<file path="config.mk">
export PLATFORM = sky130hd
export DESIGN_NAME = fft_ctrl_param
export DESIGN_NICKNAME = d
export VERILOG_FILES = /design/src/rtl/fft_ctrl_param.sv
export SDC_FILE = /design/constraint.sdc
export NUM_CORES = 1
export LEC_CHECK = 0
export ABC_CLOCK_PERIOD_IN_PS = 3150
export BUFFER_PORTS_ARGS = -buffer_cell sky130_fd_sc_hd__buf_2
export CAP_MARGIN = 20
export CORE_UTILIZATION = 25
export CTS_CLUSTER_SIZE = 30
export DETAILED_ROUTE_END_ITERATION = 8
export PLACE_DENSITY = 0.48
export SYNTH_ARGS = -nofsm -noshare
export SYNTH_HDL_FRONTEND = slang
export SYNTH_SLANG_ARGS = --single-unit
</file>
<file path="constraint.sdc">
create_clock -name clk -period 3.15 [get_ports clk]
set_input_delay 0.63 -clock clk [delete_from_list [all_inputs] [get_ports clk]]
set_output_delay 0.63 -clock clk [all_outputs]
set_load 0.01 [all_outputs]
</file>
<file path="src/rtl/fft_ctrl_param.sv">
// Frame sequencer for the FFT butterfly core: walks one frame of FRAME_LEN ticks per
// s_p fill and drives mux/demux selects, the twiddle index, frame status and overrun.
module fft_ctrl_param #(
  parameter int FRAME_LEN = 8,
  parameter int LOAD_LEN  = 4,
  parameter int ROT_W     = 3,
  parameter int ROT_STEP  = 1,
  parameter int FCNT_W    = 8
) (
  input  logic              clk,
  input  logic              rst,
  input  logic              s_p_flag_in,
  input  logic              en,
  input  logic              inv_in,
  input  logic              clr_err,
  output logic              mux_flag,
  output logic              demux_flag,
  output logic [ROT_W-1:0]  rotation,
  output logic              busy,
  output logic              frame_done,
  output logic [FCNT_W-1:0] frame_cnt,
  output logic              overrun
);

  localparam int TICK_W = (FRAME_LEN > 1) ? $clog2(FRAME_LEN) : 1;
  localparam logic [TICK_W-1:0] LAST = TICK_W'(FRAME_LEN - 1);
  localparam logic [TICK_W-1:0] LOAD = TICK_W'(LOAD_LEN);

  logic [TICK_W-1:0] tick;
  logic              inv_q;

  // Twiddle index: k = tick*ROT_STEP wrapped to ROT_W bits, negated modulo 2^ROT_W for IFFT.
  function automatic logic [ROT_W-1:0] twiddle_idx(input logic [TICK_W-1:0] t,
                                                   input logic neg);
    logic [ROT_W-1:0] k;
    k = ROT_W'(32'(t) * 32'(ROT_STEP));
    return neg ? (ROT_W'(0) - k) : k;
  endfunction

  // Tick sequencing; a held start request on the idle tick chains frames without a gap.
  always_ff @(posedge clk or posedge rst) begin
    if (rst) begin
      tick  <= '0;
      inv_q <= 1'b0;
    end else if (en) begin
      if (tick == '0) begin
        if (s_p_flag_in) begin
          tick  <= TICK_W'(1);
          inv_q <= inv_in;
        end
      end else if (tick == LAST) begin
        tick <= '0;
      end else begin
        tick <= tick + TICK_W'(1);
      end
    end
  end

  // Registered outputs, one cycle behind tick; frozen while stalled.
  always_ff @(posedge clk or posedge rst) begin
    if (rst) begin
      mux_flag   <= 1'b0;
      demux_flag <= 1'b0;
      rotation   <= '0;
      busy       <= 1'b0;
      frame_done <= 1'b0;
      frame_cnt  <= '0;
    end else if (en) begin
      mux_flag   <= (tick >= LOAD);
      demux_flag <= (tick < LOAD);
      rotation   <= twiddle_idx(tick, inv_q);
      busy       <= (tick != '0);
      frame_done <= (tick == LAST);
      if (tick == LAST) begin
        frame_cnt <= frame_cnt + FCNT_W'(1);
      end
    end else begin
      frame_done <= 1'b0;
    end
  end

  // Overrun watches requests even during a stall; a new set beats a simultaneous clear.
  always_ff @(posedge clk or posedge rst) begin
    if (rst) begin
      overrun <= 1'b0;
    end else if (s_p_flag_in && (tick != '0) && (tick != LAST)) begin
      overrun <= 1'b1;
    end else if (clr_err) begin
      overrun <= 1'b0;
    end
  end

endmodule

</file>
== Yosys cells after proc, flatten, opt, wreduce, memory -nomap -nowiden ==
Cells that the tools add are included.
Storage, ports and cells
  register bits after elaboration: 20
  output and inout bits: 16
  word-level logic and storage cells: 32
Operators by class
  $add $sub $neg: 3
  $lt $le $gt $ge: 2
  eq/ne operators: 3
  multiplexer cells: 7
  reduce and logical (&&, ||, !) cells: 8
Operator list (number)
  $mux W3: 4
  $add A8 B1 Y8 const B: 1
  $reduce_and A2 Y1: 2
  $add A3 B1 Y3 const B: 1
  $eq A3 B3 Y1 const B: 1
  $ge A3 B3 Y1 const B: 1
  $logic_not A3 Y1: 1
  $lt A3 B3 Y1 const B: 1
  $mux W1: 3
  $ne A3 B3 Y1 const B: 1
  $reduce_and A3 Y1: 1
  $reduce_bool A3 Y1: 1
  $sub A1 B3 Y3 const A: 1
  $logic_and A1 B1 Y1: 2
  $ne A2 B2 Y1 const B: 1
  $reduce_bool A2 Y1: 1

== Depth between registers and ports, before layout ==
Gate-level depths: netlist of run 1.
  word-level depth: 4
  mapped depth: 6

== Worst setup path before layout of run 1 ==
No wires, ideal clock.
  path kind: reg-to-reg
  start point: reg tick[1]
  end point: reg frame_cnt[1]
  setup time: 0.125 ns
  data arrival time: 1.313 ns
  data required time: 3.025 ns
  slack: 1.713 ns
  stages on the path, launching flop included: 6
  path buffers: 1
  path through: dfrtp_1 > ha_1 > ha_1 > and2_1 > buf_4 > mux2_2
On the way
  word-level cells in the longest chain between the ends: 2
Ends and longest elaborated chain
  start: declaration: line 29  | logic [TICK_W-1:0] tick;
  start signal: assignment: line 54  | tick <= tick + TICK_W'(1);
  $eq A3 B3 Y1: line 74  | if (tick == LAST) begin
  $reduce_and A2 Y1 (no source line)
  end signal: assignment: line 75  | frame_cnt <= frame_cnt + FCNT_W'(1);
  end: declaration: line 21  | output logic [FCNT_W-1:0] frame_cnt,
Every way passes these cells.
A chain may end at the register's enable or synchronous reset.

== Worst setup path after layout of run 1 ==
  start point: reg tick[0]
  end point: reg tick[0]
On the way
  word-level cells in the longest chain between the ends: 3
Ends and longest elaborated chain (line)
  $add A3 B1 Y3 (tied with other cells): 54
  $mux W3 / $ne A2 B2 Y1 (equally long branches)
  $mux W3 / $reduce_and A2 Y1 (equally long branches)
Several ways; a longest one is shown, not always the timed one.

==> results by group, run 1 <==
Yosys
  • Post-synth design cell area: 913 sq um
  • Gate count after technology mapping: 81
  • Mapped Nets: 94
  • Syn avg cell area: 11.3 sq um
  • Share of flip-flops with an asynchronous set or reset: 1.00
  • Number of flops mapped to enable cells by yosys: 0
  • Distinct cells, synth: 21
  • Seq cells post-synth: 20
  • Register area share after synthesis: 0.548
  • Ys flop type: dfrtp_1
  • Yosys Warn Count: 0

CTS
  • Clock Sinks: 20
  • Clk buf depth: 2
  • Post-CTS resize count: 0
  • TritonCTS clock tree: built
  • Cts hold-fix bufs: 0
  • H-tree levels: 1
  • Postcts setup bufs: 0
  • Reg clk slew, reported paths: 110 ps
  • CTS Root Cell: clkbuf_4
  • Clock latency at the later pin of the worst-skew pair: 300 ps
  • CTS Buf Count: 3

Critical path
  • R2R depth: 6
  • Reg-to-reg slack, setup: 1590 ps
  • Reg-to-reg critical path endpoint: tick[0]
  • Worst setup EP type: flop
  • Startpoint types: flop
  • Critical path class: flop to flop
  • Reg-to-Reg Start: tick[0]
  • Crit path required time: 3380 ps
  • WP data arrival: 1800 ps
  • Worst Path Max Fanout: 3

Layout
  • Layout area overhead: 20.4%
  • Layout cell share with drive strength beyond 1: 0.269
  • Final Non-Filler Cells: 150
  • NumNets Final: 118
  • ANT cells: 0
  • Fill cell total of the finished layout: 373
  • Commonest non-fill, non-tap cell in the layout: buf_2
  • Commonest non-fill, non-tap cells in the layout: 21 x buf_2, 20 x dfrtp_1, 8 x nor2_1
  • Final Util: 0.322

Floorplan
  • Die area: 3900 sq um
  • Io pins: 22
  • Die Span X: 62.4 microns
  • Initial core utilization: 0.267
  • Site row count: 21
  • Die height: 62.4 microns
  • Core area: 3420 sq um

STA
  • Setup-failing EPs final: 0
  • Setup_tns: 0 ps
  • Unrepaired setup endpoints after global routing: no
  • Rel. slew slack: 0.504
  • Clk_skew: 2.03 ps
  • Maximum clock frequency: 0.639 GHz
  • Final Slew Violations: 0
  • Tmin final: 1560 ps
  • Worst slew pin tran: 743 ps
  • Tcrit/Tclk final: 0.497
  • Fin. Hold Viols: 0

Hold path
  • Hold Path Class: input port to asynchronous set/reset pin

Power and ir drop
  • Gate power share: 0.354
  • Pwr dens: 783 nW/um^2
  • Leakage: 0.565 nW
  • Sw Share: 0.352
  • Switch Pwr: 0.303 mW
  • Clock Power Share: 0.174
  • Power Internal: 0.558 mW
  • Reg power frac: 0.472
  • Maximum VDD drop: 366 uV

GRT
  • First-pass GRT wire length: 2.77 mm
  • Pin count of the biggest net entering global routing: 21
  • Tot GR Track Use: 0.0899
  • Vias in the first global route: 615
  • Antenna violations before repair: 0
  • Grt ovf: 0

Job
  • Max-Cap Viols: 0

Detailed routing
  • Final ANT Viol Nets: 0
  • WL per Instance: 10.6 microns
  • Via count: 644
  • TritonRoute pass-1 iters: 4
  • Total Routed Length: 1.59 mm
  • # DRC: 0
  • Via-to-Cell Ratio: 4.29
  • Drt first-iter violations: 39

Placement
  • Final GP Congestion: 0.730
  • PortBufs: 21
  • Placed Cells: 146
  • DP Wirelength: 1.18 mm

Outcome
  • Outcome: finished, final reports clean
[Yosys cell counts (all sizes together) (2+ instances only)]
master | n | area share
buf | 2 | 0.014
mux2 | 3 | 0.037
inv | 7 | 0.029
nand4 | 3 | 0.021
dfrtp | 20 | 0.55
o21ai | 2 | 0.011
nor2 | 8 | 0.033
nand3 | 2 | 0.011
mux2i | 3 | 0.033
nor3 | 2 | 0.011
nand2 | 4 | 0.016
xor2 | 4 | 0.038
xnor2 | 3 | 0.029
a21oi | 6 | 0.033
ha | 7 | 0.096
[cells by family after synthesis]
group | synth area share
compound gates | 0.0644
xor+xnor | 0.0671
fa+ha+maj | 0.0959
buf+inv | 0.0425
flops | 0.548
mux | 0.0699
simple gates | 0.112
[stage by stage]
| step | power [mW] | instance area, sq um | hold WS, ps | setup slack, ps |
|---|---|---|---|---|
| after floorplan | 0.616 | 913 | 504 | 1710 |
| after global placement | 0.722 | 1060 | 453 | 1520 |
| after detailed placement | 0.724 | 1060 | 454 | 1480 |
| after CTS | 0.880 | 1100 | 474 | 1550 |
| after global routing | 0.938 | 1100 | 457 | 1420 |
| final | 0.861 | 1100 | 436 | 1590 |
[cell type report]
class                   count  area, sq um  area share
inverters                   7         26.3      0.0239
repair buffers             21          105      0.0956
multi-input cells          52          374       0.340
well taps                  46         57.6      0.0523
flip-flops and latches     20          500       0.455
clock buffers               4         36.3      0.0330
[sequential cells by signal (all words and copies together), names as in the netlist]
signal / count
frame_cnt: 8
rotation: 3
tick: 3
busy: 1
demux_flag: 1
frame_done: 1
inv_q: 1
mux_flag: 1
overrun: 1
[metal layers]
metal,wire (microns),GRT usage,up-vias
li1,-,-,316
met1,721,0.110,306
met2,754,0.140,20
met3,105,0.0420,2
met4,12,0.0262,0
met5,0,0,-
[power groups by stage]
stage / Sequential (mW) / Combinational (mW) / Clock, mW
6_report: 0.406 / 0.304 / 0.150
5_1_grt: 0.420 / 0.349 / 0.169
4_1_cts: 0.408 / 0.313 / 0.159
3_5_place_dp: 0.413 / 0.311 / 0
3_3_place_gp: 0.411 / 0.311 / 0
2_1_floorplan: 0.431 / 0.185 / 0
[worst max-delay path, cell delays in order (launching register included)]
cell and delay, ps:
dfrtp_1 410, inv_1 90, ha_1 210, ha_1 200
inv_1 40, o21ai_0 320, mux2i_1 220
[worst max path at each step]
stage / startpoint / cells past startpoint / slack, ps / end
after floorplan: tick[1] / 5 / 1710 / frame_cnt[1]
after global placement: en / 3 / 1520 / frame_cnt[1]
after detailed placement: en / 3 / 1480 / frame_cnt[1]
after CTS: tick[0] / 6 / 1550 / tick[0]
after global routing: tick[0] / 6 / 1420 / tick[0]
final: tick[0] / 6 / 1590 / tick[0]
Note: power is estimated with default switching activity, not from simulation.
==> inputs of run 2 (changes only) <==
Settings changed: ABC_AREA set to 1, ABC_CLOCK_PERIOD_IN_PS 3150 to 1650.
Clock period 3.15 ns to 1.65 ns, I/O delays scaled along.
==> run 2 against run 1 <==
Effect of this change:
- synthesized cell count up 36%
- synthesized area grew 9.7%
- first-iteration DRC count fell by 41%
- sequential power rose by 84%
- flip-flop and latch count unchanged
- design area increased by 9.6%
- via count up 16%
- die area increased by 9.4%
- clock power rose by 110%
- critical endpoint is now frame_cnt[6]
- largest cell class unchanged
- highest routed layer unchanged
==> results by group, run 2 <==
Outcome
  • Outcome: finished, final reports clean

CTS
  • Clock Sinks: 20 (unchanged)
  • Cts hold-fix bufs: 0 (unchanged)
  • Postcts setup bufs: 0 (unchanged)
  • Clk buf depth: 2 (unchanged)
  • H-tree levels: 1 (unchanged)
  • CTS Root Cell: clkbuf_8
  • TritonCTS clock tree: built
  • CTS Buf Count: 3 (unchanged)
  • Clock latency at the later pin of the worst-skew pair: 260 ps (-40 ps)
  • Reg clk slew, reported paths: 70 ps (-40 ps)
  • Post-CTS resize count: 0 (unchanged)

Detailed routing
  • WL per Instance: 10.5 microns (-1.7%)
  • Via count: 748 (+16%)
  • TritonRoute pass-1 iters: 4 (unchanged)
  • Total Routed Length: 1.90 mm (+19%)
  • # DRC: 0 (unchanged)
  • Via-to-Cell Ratio: 4.11 (-4.3%)
  • Drt first-iter violations: 23 (-41%)
  • Final ANT Viol Nets: 0 (unchanged)

Power and ir drop
  • Pwr dens: 1370 nW/um^2 (+75%)
  • Leakage: 0.654 nW (+16%)
  • Maximum VDD drop: 386 uV (+5.5%)

GRT
  • Vias in the first global route: 764 (+24%)
  • Tot GR Track Use: 0.107 (+0.0169)
  • First-pass GRT wire length: 3.31 mm (+20%)
  • Antenna violations before repair: 0 (unchanged)
  • Pin count of the biggest net entering global routing: 21 (unchanged)
  • Grt ovf: 0 (unchanged)

Hold path
  • Hold Path Class: input port to asynchronous set/reset pin

Floorplan
  • Die area: 4270 sq um (+9.4%)
  • Initial core utilization: 0.268 (+0.000315)
  • Die height: 65.3 microns (+4.6%)
  • Die Span X: 65.3 microns (+4.6%)
  • Site row count: 22 (+4.8%)
  • Io pins: 22 (unchanged)
  • Core area: 3740 sq um (+9.6%)

Critical path
  • Critical path's top delay family: simple AND/OR/NAND/NOR gates
  • Reg-to-reg slack, setup: 200 ps (-1380 ps)
  • Most used cell, CP: nand2_1
  • Critical path class: flop to flop
  • Crit-path slowest cell: dfrtp_1
  • R2R depth: 7 (+1)
  • Reg-to-Reg Start: tick[0]
  • Worst Path Max Fanout: 5 (+2)
  • WP data arrival: 1600 ps (-200 ps)
  • Crit-path max cell delay: 380 ps (-30 ps)
  • Cell-by-cell trace of the critical path: ha_1 -> ha_1 -> nand2_4 -> nor3_4 -> nand2_1 -> nand2_1 -> nand2_1
  • WP buf/inv: 0 (-2)
  • Startpoint types: flop
  • Worst setup EP type: flop
  • Crit path required time: 1800 ps (-1580 ps)
  • Reg-to-reg critical path endpoint: frame_cnt[6]

Placement
  • PortBufs: 21 (unchanged)
  • Placed Cells: 179 (+23%)
  • DP Wirelength: 1.41 mm (+19%)
  • Final GP Congestion: 0.771 (+5.5%)

Yosys
  • Post-synth design cell area: 1000 sq um (+9.7%)
  • Post-synth top area share: 0.499 (-0.0486)
  • Mapped Nets: 123 (+31%)
  • Gate count after technology mapping: 110 (+36%)
  • Ys flop type: dfrtp_1
  • Distinct cells, synth: 21 (unchanged)
  • Seq cells post-synth: 20 (unchanged)
  • Synth cell count leaders: 27 x nand2_1, 20 x dfrtp_1, 18 x inv_1
  • Most common cell in the netlist: nand2_1
  • Yosys top cell by area: dfrtp_1
  • Share of flip-flops with an asynchronous set or reset: 1.00 (unchanged)
  • Yosys Warn Count: 0 (unchanged)
  • Number of flops mapped to enable cells by yosys: 0 (unchanged)
  • Syn avg cell area: 9.11 sq um (-19%)
  • Register area share after synthesis: 0.499 (-0.0486)
  • Ranking of synthesized cells by area: dfrtp_1 50%, nand2_1 10%, ha_1 8.7%, inv_1 6.7%, o21ai_0 4.5%

Layout
  • Reg with most FFs: frame_cnt
  • ANT cells: 0 (unchanged)
  • Final Non-Filler Cells: 182 (+21%)
  • Commonest non-fill, non-tap cell in the layout: nand2_1
  • Fill cell total of the finished layout: 424 (+14%)
  • Max FFs per register: 8 (unchanged)
  • Area of the multi-input gates: 414 sq um (+11%)
  • Largest regs: frame_cnt: 8 flops, rotation: 3 flops, tick: 3 flops
  • NumNets Final: 149 (+26%)
  • Commonest non-fill, non-tap cells in the layout: 27 x nand2_1, 21 x buf_2, 20 x dfrtp_1
  • Layout cell share with drive strength beyond 1: 0.254 (-0.0155)
  • Layout area overhead: 20.2%
  • Total area of sequential cells: 500 sq um (unchanged)

STA
  • Setup_tns: 0 ps (unchanged)
  • Setup-failing EPs final: 0 (unchanged)
  • Clk_skew: 1.54 ps (-0.494 ps)
  • Tmin final: 1450 ps (-116 ps)
  • Final Slew Violations: 0 (unchanged)
  • Worst slew pin tran: 267 ps (-476 ps)
  • Rel. slew slack: 0.822 (+0.318)
  • Fin. Hold Viols: 0 (unchanged)
  • Tcrit/Tclk final: 0.878 (+0.381)
  • Maximum clock frequency: 0.690 GHz (+8.0%)
  • Unrepaired setup endpoints after global routing: no

Job
  • Max-Cap Viols: 0 (unchanged)
-- run 2: report_power, final --
| group | internal, mW | switching (mW) | total [mW] |
|---|---|---|---|
| clock network | 0.163 | 0.157 | 0.319 |
| registers | 0.634 | 0.112 | 0.746 |
| logic | 0.248 | 0.340 | 0.588 |
| total | 1.04 | 0.609 | 1.65 |
-- run 2: tightest hold or removal path, cell delays in order --
cell and delay (ps):
buf_2 90, inv_1 40, buf_4 260
-- run 2: how the worst max path moves through the flow --
| stage | from | to | slack [ps] | depth (start not counted) |
|---|---|---|---|---|
| after floorplan | tick[0] | tick[2] | 320 | 6 |
| after global placement | tick[0] | tick[1] | 240 | 6 |
| after detailed placement | tick[0] | frame_cnt[4] | 210 | 7 |
| after CTS | tick[0] | frame_cnt[4] | 190 | 7 |
| after global routing | tick[0] | frame_cnt[4] | 50 | 7 |
| final | tick[0] | frame_cnt[6] | 200 | 7 |
-- run 2: final cells by class --
| type | instances | share of cell area |
|---|---|---|
| Sequential cell | 20 | 0.415 |
| Multi-Input combinational cell | 70 | 0.344 |
| Tap cell | 48 | 0.0498 |
| Timing Repair Buffer | 22 | 0.0935 |
| Clock buffer | 3 | 0.0343 |
| Inverter | 19 | 0.0633 |
-- run 2: cells by family (layout without fill, tap and decap cells) --
kind of cell | after synthesis | count (layout) | synth area share
flops | 20 | 20 | 0.499
buf+inv | 20 | 44 | 0.0874
compound gates | 14 | 14 | 0.0762
xor+xnor | 2 | 2 | 0.0175
fa+ha+maj | 7 | 7 | 0.0874
simple gates | 47 | 47 | 0.232
-- run 2: stage by stage --
| stage | power, mW | util | instance area [sq um] | hold WS (ps) | worst slack, ps |
|---|---|---|---|---|---|
| after detailed placement | 1.36 | 0.311 | 1160 | 374 | 209 |
| after global routing | 1.81 | 0.322 | 1200 | 125 | 49.2 |
| final | 1.65 | 0.322 | 1200 | 88.7 | 201 |
| after CTS | 1.69 | 0.322 | 1200 | 89.4 | 188 |
| after global placement | 1.34 | 0.311 | 1160 | 380 | 237 |
| after floorplan | 1.15 | - | 1000 | 294 | 320 |
-- run 2: per-layer routing --
layer,wire (microns),GRT usage
met5,0,0
met4,60,0.0897
met3,67,0.0191
met2,840,0.159
met1,934,0.133
